===== src/rtl/adc_bcd_converter.sv =====
// Sequential binary-to-BCD converter (double dabble) feeding the display mux.
// One sample per handshake; digits are held stable between conversions.
module adc_bcd_converter #(
    parameter int IN_WIDTH = 10
) (
    input  logic                clk,
    input  logic                reset,
    input  logic                sample_valid,
    input  logic [IN_WIDTH-1:0] sample_data,
    output logic                busy,
    output logic                done,
    output logic                overflow,
    output logic [3:0]          digit0,
    output logic [3:0]          digit1,
    output logic [3:0]          digit2
);

    localparam int SW = 12 + IN_WIDTH;
    localparam int CW = $clog2(IN_WIDTH + 1);

    localparam logic [0:0] STATE_IDLE  = 1'b0;
    localparam logic [0:0] STATE_SHIFT = 1'b1;

    localparam logic [CW-1:0] LAST_ITER = CW'(IN_WIDTH - 1);

    logic [0:0]          state;
    logic [SW-1:0]       scratch;
    logic [SW-1:0]       adjusted;
    logic [SW-1:0]       shifted;
    logic [CW-1:0]       count;
    logic                ovf_pending;
    logic                too_big;
    logic [IN_WIDTH-1:0] operand_in;

    // Clamp compares the full input; for narrow inputs it can never fire.
    assign too_big    = 32'(sample_data) > 32'd999;
    assign operand_in = too_big ? IN_WIDTH'(999) : sample_data;

    always_comb begin
        adjusted = scratch;
        for (int i = 0; i < 3; i++) begin
            if (scratch[IN_WIDTH+4*i +: 4] >= 4'd5)
                adjusted[IN_WIDTH+4*i +: 4] = scratch[IN_WIDTH+4*i +: 4] + 4'd3;
        end
        shifted = {adjusted[SW-2:0], 1'b0};
    end

    always_ff @(posedge clk) begin
        if (reset) begin
            state       <= STATE_IDLE;
            scratch     <= '0;
            count       <= '0;
            ovf_pending <= 1'b0;
            busy        <= 1'b0;
            done        <= 1'b0;
            overflow    <= 1'b0;
            digit0      <= 4'd0;
            digit1      <= 4'd0;
            digit2      <= 4'd0;
        end else begin
            done <= 1'b0;
            case (state)
                STATE_IDLE: begin
                    if (sample_valid) begin
                        scratch     <= {12'd0, operand_in};
                        ovf_pending <= too_big;
                        count       <= '0;
                        busy        <= 1'b1;
                        state       <= STATE_SHIFT;
                    end
                end
                STATE_SHIFT: begin
                    scratch <= shifted;
                    count   <= count + 1'b1;
                    // Digits publish only here so the display never sees partials.
                    if (count == LAST_ITER) begin
                        digit0   <= shifted[IN_WIDTH +: 4];
                        digit1   <= shifted[IN_WIDTH+4 +: 4];
                        digit2   <= shifted[IN_WIDTH+8 +: 4];
                        overflow <= ovf_pending;
                        done     <= 1'b1;
                        busy     <= 1'b0;
                        state    <= STATE_IDLE;
                    end
                end
                default: state <= STATE_IDLE;
            endcase
        end
    end

endmodule


===== config.mk =====
export PLATFORM = sky130hd
export DESIGN_NAME = adc_bcd_converter
export DESIGN_NICKNAME = d
export VERILOG_FILES = /design/src/rtl/adc_bcd_converter.sv
export SDC_FILE = /design/constraint.sdc
export NUM_CORES = 1
export LEC_CHECK = 0
export CORE_MARGIN = 3
export CORE_UTILIZATION = 55
export CTS_BUF_LIST = sky130_fd_sc_hd__clkbuf_4
export DETAILED_ROUTE_END_ITERATION = 8
export DONT_BUFFER_PORTS = 1
export GPL_TIMING_DRIVEN = 0
export PLACE_DENSITY_LB_ADDON = 0.1
export SLEW_MARGIN = 20
export SYNTH_ARGS = -nofsm -noshare
export SYNTH_HDL_FRONTEND = slang
export SYNTH_SLANG_ARGS = --single-unit

===== constraint.sdc =====
create_clock -name clk -period 3.15 [get_ports clk]
set_input_delay 0.945 -clock clk [delete_from_list [all_inputs] [get_ports clk]]
set_output_delay 0.945 -clock clk [all_outputs]
set_load 0.01 [all_outputs]

* Yosys cells after proc, flatten, opt, wreduce, memory -nomap -nowiden
Index checks and enable logic that the tools add are counted.
** Cells by class
- Add/sub/neg operators :: 4
- Magnitude comparators :: 4
- Equality and inequality tests :: 3
- Mux-type cells :: 15
- Bitwise gates (word level) :: 1
- Reduce and logical (&&, ||, !) cells :: 4
** Operators with widths (count)
- $pmux W22 S2 :: 1
- $mux W22 :: 1
- $ge A4 B3 Y1 const B :: 3
- $mux W4 :: 3
- $gt A10 B10 Y1 const B :: 1
- $mux W10 :: 1
- $add A4 B2 Y4 const B :: 2
- $pmux W4 S2 :: 1
- $reduce_and A2 Y1 :: 3
- $mux W1 :: 5
- $add A4 B1 Y4 const B :: 1
- $eq A4 B4 Y1 const B :: 1
- $pmux W1 S2 :: 2
- $add A3 B2 Y3 const B :: 1
- $mux W3 :: 1
- $ne A2 B1 Y1 const B :: 1
- $ne A2 B2 Y1 const B :: 1
- $reduce_or A2 Y1 :: 1
- $not A1 Y1 :: 1
** Storage, ports and cells
- Flip-flop bits (word level) :: 43
- Output and inout port bits :: 15
- Word-level logic and storage cells :: 41

* Longest topological paths before layout
Gate-level depths: netlist (run 1).
- Word-level depth :: 4
- Gate-level depth with buffers :: 7
- Mapped depth without buffers :: 6

* Worst setup path after synthesis (run 1)
OpenSTA, ideal clock, no wires.
- Kind :: input port to flip-flop
- From :: input port sample_valid
- To :: register scratch[6]
- Setup time :: 0.128 ns
- Arrival :: 1.512 ns
- Data required time :: 3.022 ns
- Slack :: 1.510 ns
- Stages on the path :: 5
- Path buffers :: 1
- Path through :: buf_2 mux2i_1 nor2_1 a21oi_1 nor2_1
** Between the ends
- Cells in the longest elaborated chain, start to end :: 1
** Ends and longest elaborated chain
- start, declared :: RTL line 8 : input logic sample_valid,
- $ne A2 B2 Y1 (no source line)
- end signal, assigned :: RTL line 65 : scratch <= {12'd0, operand_in};
- end signal, assigned :: RTL line 73 : scratch <= shifted;
- end, declared :: RTL line 27 : logic [SW-1:0] scratch;
No other way between the ends.
A chain may end at the register's enable or synchronous reset.

* Worst setup path after layout (run 1)
- From :: register digit0[0]
- To :: output port digit0[0]
** RTL lines
- start, declared :: RTL line 13 : output logic [3:0] digit0,
- start signal, assigned :: RTL line 77 : digit0 <= shifted[IN_WIDTH +: 4];
No word-level cell between the ends.

==> impl_metrics.env, run 1 <==
export IMPL_status="finished, final reports clean"
export IMPL_drive_gt1_share_pct=9.009
export IMPL_cts_hold_buffers=0
export IMPL_start_kind="register"
export IMPL_synth_nets=235
export IMPL_wl_per_cell_um=14.86
export IMPL_r2r_end="scratch[20]"
export IMPL_worstSetupPathType="register to output pin"
export IMPL_fmax_mhz=583.6
export IMPL_setup_violations=0
export IMPL_hold_path_endpoint="scratch[0]"
export IMPL_fill_cells=310
export IMPL_timing_reg2reg_setup_slack_ps=1570
export IMPL_critPathCaptureType="output pin"
export IMPL_dp_hpwl_um=2937
export IMPL_arrival_ps=770
export IMPL_synth_edf_count=0
export IMPL_htreeDepth=2
export IMPL_die_h_um=64.86
export IMPL_cts_tree="yes"
export IMPL_row_count=20
export IMPL_diodes=0
export IMPL_cap_violations=0
export IMPL_critical_path_max_fanout=2
export IMPL_drtIter0Drc=94
export IMPL_synth_cell_types=36
export IMPL_rsz0062_at_grt="no"
export IMPL_place_congestion=0.7980
export IMPL_multi_input_area_sq_um=955.9
export IMPL_grt_pass1_wl_um=6989
export IMPL_drv_slew=0
export IMPL_yosysSeqAreaShare_pct=45.17
export IMPL_cts_buffers=5
export IMPL_hp_class="register to register"
export IMPL_dieArea_sq_um=4207
export IMPL_grtUsageTotal_pct=21.32
export IMPL_synth_flop_cell="dfxtp_1"
export IMPL_coreArea_sq_um=3178
export IMPL_syn2layout_area_growth_pct=5.647
export IMPL_irDropWorstVdd_mv=0.3434
export IMPL_final_setup_skew_ps=9.703
export IMPL_cts_setup_buffers=0
export IMPL_path_clk_slew_ps=120
export IMPL_clockBufferDepth=2
export IMPL_relSlewSlack_pct=58.71
export IMPL_worstSkewPairLatency_ps=350
export IMPL_hp_start="scratch[0]"
export IMPL_drc=0
export IMPL_powerDensity_nw_per_um2=440.2
export IMPL_seq_area_sq_um=860.8
export IMPL_grt_max_degree=13
export IMPL_synthCells=214
export IMPL_antenna_found_initial=0
export IMPL_finalHoldWorstSlack_ps=473.4
export IMPL_worstPathRequired_ps=2200
export IMPL_clock_sinks=43
export IMPL_yosysWarningCount=0
export IMPL_reg2reg_depth=6
export IMPL_async_flop_share_pct=0
export IMPL_holdPathStages=2
export IMPL_period_needed_ps=1713
export IMPL_viasPerCell=5.695
export IMPL_die_w_um=64.86
export IMPL_fin_setup_tns_ps=0
export IMPL_initial_utilization_pct=59.96
export IMPL_vias=1515
export IMPL_ioPinCount=28
export IMPL_syn_area_per_cell_sq_um=8.905
export IMPL_p_leak_nw=0.7397
export IMPL_yosys_register_bits=43
export IMPL_worstMarginPinSlew_ps=617.1
export IMPL_root_buffer="clkbuf_4"
export IMPL_portBuffers=0
export IMPL_antenna_left=0
export IMPL_finalHoldViolations=0
export IMPL_synthesis_area_sq_um=1906
export IMPL_ctsResizeCount=0
export IMPL_grt_overflow=0
export IMPL_finalCritPeriodShare_pct=54.40
export IMPL_grt_pass1_vias=1501
export IMPL_drtPass1Iterations=4
export IMPL_r2r_start="scratch[18]"
export IMPL_routed_wl_um=3953
export IMPL_num_nets_final=242
## sequential cells by signal (all words and copies together), names as in the netlist
signal / count
scratch: 22
count: 4
digit0: 4
digit1: 4
digit2: 4
busy: 1
done: 1
overflow: 1
ovf_pending: 1
state: 1
## power by group
group	internal, mW	total [mW]	switching [mW]
Clock	0.0914	0.256	0.164
Combinational	0.0235	0.0663	0.0427
Sequential	0.555	0.564	0.00899
## stage by stage
stage | total power [mW] | util, % | setup WS (ps) | instances | instance area [sq um]
3_3_place_gp | 0.6401 | 61.69 | 1385 | 258 | 1961
6_report | 0.8862 | 63.35 | 1437 | 266 | 2013
2_1_floorplan | 0.6250 | - | 1510 | 214 | 1906
3_5_place_dp | 0.6427 | 61.69 | 1334 | 258 | 1961
4_1_cts | 0.8926 | 63.35 | 1430 | 266 | 2013
5_1_grt | 0.9257 | 63.35 | 1408 | 266 | 2013
## synthesized netlist by cell type, types with 2 or more instances
cell type | n | area, sq um
dfxtp_1 | 43 | 860.8
a21oi_1 | 25 | 125.1
nor2_1 | 19 | 71.32
o21ai_0 | 19 | 95.09
nand2_1 | 11 | 41.29
nand3_1 | 10 | 50.05
nor3b_1 | 10 | 75.07
inv_1 | 9 | 33.78
ha_1 | 8 | 100.1
mux2i_1 | 7 | 70.07
buf_2 | 5 | 25.02
nor3_1 | 5 | 25.02
nand2b_1 | 4 | 25.02
o21ai_1 | 4 | 20.02
o21ai_2 | 4 | 35.03
a22o_1 | 3 | 26.28
clkbuf_1 | 3 | 11.26
xnor2_1 | 3 | 26.28
a21o_1 | 2 | 15.01
and2b_1 | 2 | 15.01
mux2_4 | 2 | 30.03
o211ai_1 | 2 | 15.01
## per-layer routing
layer / share of wire [%] / GRT usage, % / routed length, um
met1: 47 / 27.49 / 1861
met4: 1.4 / 7.652 / 54
met5: 0 / 0 / 0
met3: 4.0 / 4.679 / 158
met2: 48 / 34.87 / 1879
## cells by family after synthesis
logic type | Yosys count | share of synthesized area [%]
AND/OR/NAND/NOR | 67 | 18.12
buffers and inverters | 19 | 4.662
adder cells (fa/ha/maj) | 8 | 5.253
flip-flops | 43 | 45.17
AO/OA/AOI/OAI | 64 | 19.57
multiplexers | 10 | 5.844
XOR/XNOR | 3 | 1.379
## layout make-up
| class | count | area share, % |
|---|---|---|
| clock inverters | 2 | 0.3729 |
| multi-input cells | 152 | 47.48 |
| well taps | 44 | 2.735 |
| plain buffers | 10 | 2.735 |
| inverters | 9 | 1.678 |
| clock buffers | 6 | 2.237 |
| flip-flops and latches | 43 | 42.76 |
## how the worst max path moves through the flow
stage                      start    endpoint  slack [ps]  cells past startpoint
floorplan           sample_valid  scratch[6]        1510                      5
global placement           reset   digit0[2]        1390                      4
detailed placement         reset   digit1[2]        1330                      4
CTS                    digit0[0]   digit0[0]        1430                      0
global route           digit0[0]   digit0[0]        1410                      0
finish                 digit0[0]   digit0[0]        1440                      0
## cell usage in the layout, fill, tap and decap left out, types with 2 or more instances in the layout
master    synthesis  layout
ha_1              8       8
and2b_1           2       2
inv_1             9       9
o21ai_1           4       4
o211ai_1          2       2
mux2i_1           7       7
a21o_1            2       2
mux2_4            2       2
buf_2             5       5
clkinv_1          0       2
clkbuf_4          0       6
nand2_1          11      11
nor2_1           19      19
nand3_1          10      10
dfxtp_1          43      43
xnor2_1           3       3
o21ai_2           4       4
o21ai_0          19      19
clkbuf_1          3       3
a22o_1            3       3
a21oi_1          25      25
nor3_1            5       5
nor3b_1          10      10
nand2b_1          4       4
Note: power is estimated with default switching activity, not from simulation.
==> run 2: changes to the inputs <==
==> constraint.sdc (replaced) <==
create_clock -name clk -period 1.45 [get_ports clk]
set_input_delay 0.435 -clock clk [delete_from_list [all_inputs] [get_ports clk]]
set_output_delay 0.435 -clock clk [all_outputs]
set_load 0.01 [all_outputs]
==> run 2 against run 1 <==
Compared with the run above: routed wire length up 10%; die area unchanged; via count up 7.8%; non-clock buffer count up 6; flip-flop and latch count unchanged; global-route usage up 0.40 points; first-iteration DRC count up 22%; worst setup slack worse by 1400 ps; critical path type is now register to register; largest power group unchanged; highest routed layer unchanged.
==> impl_metrics.env, run 2 (synthesis results as in run 1) <==
export IMPL_die_w_um=64.86
export IMPL_num_nets_final=248
export IMPL_drv_slew=0
export IMPL_fmax_mhz=703.4
export IMPL_finalHoldWorstSlack_ps=254.7
export IMPL_hp_class="primary input to register"
export IMPL_clockBufferDepth=2
export IMPL_clock_sinks=43
export IMPL_grt_pass1_wl_um=7107
export IMPL_layout_commonest_cell="dfxtp_1"
export IMPL_portBuffers=0
export IMPL_coreArea_sq_um=3178
export IMPL_internal_power_mw=1.466
export IMPL_cts_buffers=5
export IMPL_worstSkewPairLatency_ps=360
export IMPL_root_buffer="clkbuf_4"
export IMPL_vias=1633
export IMPL_final_cell_mix="35 x dfxtp_1, 24 x a21oi_1, 18 x nor2_1"
export IMPL_power_mw=1.955
export IMPL_fill_cells=268
export IMPL_htreeDepth=2
export IMPL_grt_util_met1_pct=27.81
export IMPL_routed_wl_um=4352
export IMPL_worstPathRequired_ps=1740
export IMPL_fin_area_sq_um=2221
export IMPL_final_setup_skew_ps=13.41
export IMPL_ioPinCount=28
export IMPL_combPwrFrac_pct=8.4
export IMPL_dieArea_sq_um=4207
export IMPL_fin_ws_ps=28.28
export IMPL_diodes=0
export IMPL_grt_met3_usage_pct=4.679
export IMPL_grt_pass1_vias=1512
export IMPL_busiest_layer="met2"
export IMPL_dpl_cell_area_sq_um=1961
export IMPL_holdPathStages=2
export IMPL_period_needed_ps=1422
export IMPL_critPathCaptureType="register"
export IMPL_cts_tree="yes"
export IMPL_place_worst_setup_slack_ps=-95.96
export IMPL_finalHoldViolations=0
export IMPL_fin_setup_tns_ps=0
export IMPL_path_clk_slew_ps=120
export IMPL_drive_gt1_share_pct=21.93
export IMPL_clkPwrFrac_pct=29.1
export IMPL_p_leak_nw=0.8154
export IMPL_finalCritPeriodShare_pct=98.05
export IMPL_top_register="scratch"
export IMPL_critical_path_max_fanout=3
export IMPL_drtIter0Drc=115
export IMPL_reg2reg_depth=6
export IMPL_worstSetupPathType="register to register"
export IMPL_initial_utilization_pct=59.96
export IMPL_grt_max_degree=13
export IMPL_grt_overflow=0
export IMPL_die_h_um=64.86
export IMPL_seq_area_sq_um=878.3
export IMPL_multi_input_area_sq_um=1069
export IMPL_arrival_ps=1710
export IMPL_place_congestion=0.7980
export IMPL_seqPwrFrac_pct=62.5
export IMPL_largest_reg_flops=22
export IMPL_drtPass1Iterations=4
export IMPL_start_kind="register"
export IMPL_grtUsageTotal_pct=21.72
export IMPL_status="finished, final reports clean"
export IMPL_irDropWorstVdd_mv=0.7658
export IMPL_relSlewSlack_pct=59.37
export IMPL_worstMarginPinSlew_ps=607.1
export IMPL_syn2layout_area_growth_pct=16.55
export IMPL_cts_hold_buffers=0
export IMPL_rsz0062_at_grt="yes"
export IMPL_antenna_found_initial=0
export IMPL_viasPerCell=6.004
export IMPL_antenna_left=0
export IMPL_setup_violations=0
export IMPL_power_switching_mw=0.4893
export IMPL_use_met2_pct=35.89
export IMPL_dp_hpwl_um=2937
export IMPL_switching_share_pct=25.03
export IMPL_cap_violations=0
export IMPL_wl_per_cell_um=16.00
export IMPL_drc=0
export IMPL_row_count=20
export IMPL_powerDensity_nw_per_um2=880.2
[run 2: path summary, 6_finish.rpt]
check	start	to	slack, ps
hold reg to reg	scratch[0]	scratch[0]	470
hold / removal	sample_data[3]	scratch[3]	250
setup / recovery	scratch[11]	digit0[2]	30
setup reg to reg	scratch[11]	digit0[2]	30
[run 2: repair_timing]
action | in CTS | in global routing
endpoints found under the hold margin | 0 | 0
resized for setup | 14 | 28
pin swaps | 2 | 7
endpoints found under the setup margin | 13 | 22
buffers inserted | 2 | 3
cloned | 0 | 1
[run 2: worst max-delay path, cell delays in order (launching register included)]
cell,delay [ps]
dfxtp_4,390
inv_4,50
ha_4,140
nand2b_4,130
a21o_1,190
mux2_4,320
o21ai_2,120
[run 2: area by class of cell]
class	count	share of cell area (%)
clock inverters	2	0.3380
clock buffers	6	2.028
plain buffers	10	2.930
inverters	9	1.746
repair buffers	6	2.817
flip-flops and latches	43	39.55
multi-input cells	152	48.11
well taps	44	2.479
[run 2: layer usage]
metal / wire length (um) / up-vias / part of all wire (%)
li1: - / 779 / -
met1: 1909 / 800 / 44
met2: 2120 / 48 / 49
met3: 273 / 6 / 6.3
met4: 49 / 0 / 1.1
met5: 0 / - / 0
[run 2: stage by stage]
step                      std cells  utilization [%]
after floorplan                 214                -
after global placement          258            61.69
after detailed placement        258            61.69
after CTS                       268            64.84
after global routing            272            69.88
final                           272            69.88
[run 2: power by group through the flow]
stage | clock network, mW | registers [mW] | logic, mW
floorplan | 0 | 1.25 | 0.111
global placement | 0 | 1.25 | 0.140
detailed placement | 0 | 1.25 | 0.144
CTS | 0.569 | 1.23 | 0.146
global route | 0.620 | 1.23 | 0.183
finish | 0.569 | 1.22 | 0.165
==> run 3: changes to the inputs <==
--- a/config.mk
+++ b/config.mk
@@ -11,6 +11,7 @@
 export DETAILED_ROUTE_END_ITERATION = 8
 export DONT_BUFFER_PORTS = 1
 export GPL_TIMING_DRIVEN = 0
+export HOLD_SLACK_MARGIN = 0.15
 export PLACE_DENSITY_LB_ADDON = 0.1
 export SLEW_MARGIN = 20
 export SYNTH_ARGS = -nofsm -noshare
==> results of run 3 <==
Same layout as run 2: the final DEF is identical, and so are final timing and power.
==> variant (config.mk and constraints of run 3) <==
Make the reset (`reset`) asynchronous in one clocked block.
--- a/src/rtl/adc_bcd_converter.sv
+++ b/src/rtl/adc_bcd_converter.sv
@@ -45,7 +45,7 @@
         shifted = {adjusted[SW-2:0], 1'b0};
     end
 
-    always_ff @(posedge clk) begin
+    always_ff @(posedge clk or posedge reset) begin
         if (reset) begin
             state       <= STATE_IDLE;
             scratch     <= '0;
Behaviour: differs if reset is asserted again (counterexample within 4 cycles, from zero or initial values and one cycle with reset high); with reset held inactive, the same outputs for 10 cycles.
==> variant against run 3 <==
  * Fmax shrank 3.9%
  * Cell area is 7.4% higher
  * Area after synthesis increased by 9.1%
  * Routed wire length is 0.69% higher
  * Die area rose by 8.3%
  * Worst setup slack got worse by 57 ps
  * The flow now finishes with violations (negative setup slack)
  * Sequential cell count unchanged
  * Clock skew fell by 3.0 ps
  * Synthesized cell count shrank 8.9%
  * Critical endpoint is now digit0[2]$_DFFE_PP0P_
Power is not compared: it rests on default switching activity, and its combinational part moved more than twofold at a synthesized area within 25%.
==> variant: results (changes against run 3) <==
global routing usage on met1=25.4% (-2.4 points); Non-CTS inverters=11 (+2); routed wl met3=208 um (-24%); FFs w/ async S/R, synth=100% (+100 points); CP delay by family, top=multiplexers; Storage cell area=1080 um2 (+23%); largest net degree at the start of global routing=28 (+15); ClkCell Share=2.20% (-0.16 points); vias post-DR=1478 (-9.5%); vias in the first global route=1553 (+2.7%); Final HPWL DP=2940 um (about the same); Worst Max-Slew Pin Slew=542 ps (-65.4 ps); total track usage=21.6% (-0.12 points); # nets final=233 (-6.0%); Met1 Routed Length=1890 um (-0.94%); top_reg_cell synth=dfrtp_1; Slowest cell on crit path=dfrtp_1; fin cells=259 (-4.8%); non-clk buf share=6.29% (+0.55 points); placed instance area=2160 um2 (+10%); status=finished with violations; hold path depth=1 (-1); first-pass GRT wire length=7070 um (-0.59%); failing checks=negative setup slack; CP arrival=1780 ps (+70 ps); final worst slack=-29.0 ps (-57.3 ps); worst r2r src=scratch[11]$_DFFE_PP0P_; Max-area cell class=registers; met3 GRT Util=5.49% (+0.81 points); placer congestion estimate=0.782 (-2.0%); Area Overhead vs Synth=14.7%; Commonest cells post-synth=43 x dfrtp_1, 25 x nand2_1, 14 x o21ai_1; comb_multi_in=132 (-13%); WHS Endpoint=scratch[4]$_DFFE_PP0P_; R2R Path End=digit0[2]$_DFFE_PP0P_; hold_ws=222 ps (-32.8 ps); Post-Place Cells=242 (-6.2%); final WL=4380 um (+0.69%); share of cells above drive strength 1=26.8% (+4.8 points); final setup fails=3 (+3); TNS Setup=-49.3 ps (-49.3 ps); met2 WL=2210 um (+4.2%); synth top area cells=dfrtp_1 52%, ha_1 4.8%, nand2_1 4.5%
[variant: cell types whose count changed after synthesis, moves of 7 or more]
| cell | before | now |
|---|---|---|
| a21oi_1 | 25 | 7 |
| dfrtp_1 | 0 | 43 |
| dfxtp_1 | 43 | 0 |
| nand2_1 | 11 | 25 |
| nand3_1 | 10 | 3 |
| nor2_1 | 19 | 8 |
| o21ai_0 | 19 | 7 |
| o21ai_1 | 4 | 14 |
[variant: worst max path at each step]
stage | startpoint | endpoint | slack [ps]
3_5_place_dp | scratch[10]$_DFFE_PP0P_ | digit0[2]$_DFFE_PP0P_ | -150
5_1_grt | scratch[11]$_DFFE_PP0P_ | digit0[2]$_DFFE_PP0P_ | -80
6_report | scratch[11]$_DFFE_PP0P_ | digit0[2]$_DFFE_PP0P_ | -30
4_1_cts | scratch[18]$_DFFE_PP0P_ | digit2[2]$_DFFE_PP0P_ | 0.3
2_1_floorplan | reset | busy$_DFFE_PP0P_ | 10
3_3_place_gp | reset | digit1[3]$_DFFE_PP0P_ | -380
[variant: repair_timing]
action / in CTS / in global routing
hold buffers: 1 / 0
setup endpoints to repair: 13 / 9
gates resized for setup: 15 / 11
hold endpoints to repair: 16 / 0
buffers inserted: 6 / 2
pin swaps: 5 / 2
[variant: cell families (layout without fill, tap and decap cells)]
| family | count (synthesis) | count (layout) | share of synthesized area, % |
|---|---|---|---|
| xor gates and xnor gates | 4 | 4 | 1.68 |
| and+or+nand+nor | 58 | 58 | 13.8 |
| adders and majority gates | 8 | 8 | 4.81 |
| DFF | 43 | 43 | 51.7 |
| AOI/OAI and AO/OA | 47 | 47 | 14.7 |
| muxes | 15 | 15 | 8.72 |
| buffers and inverters | 20 | 38 | 4.45 |
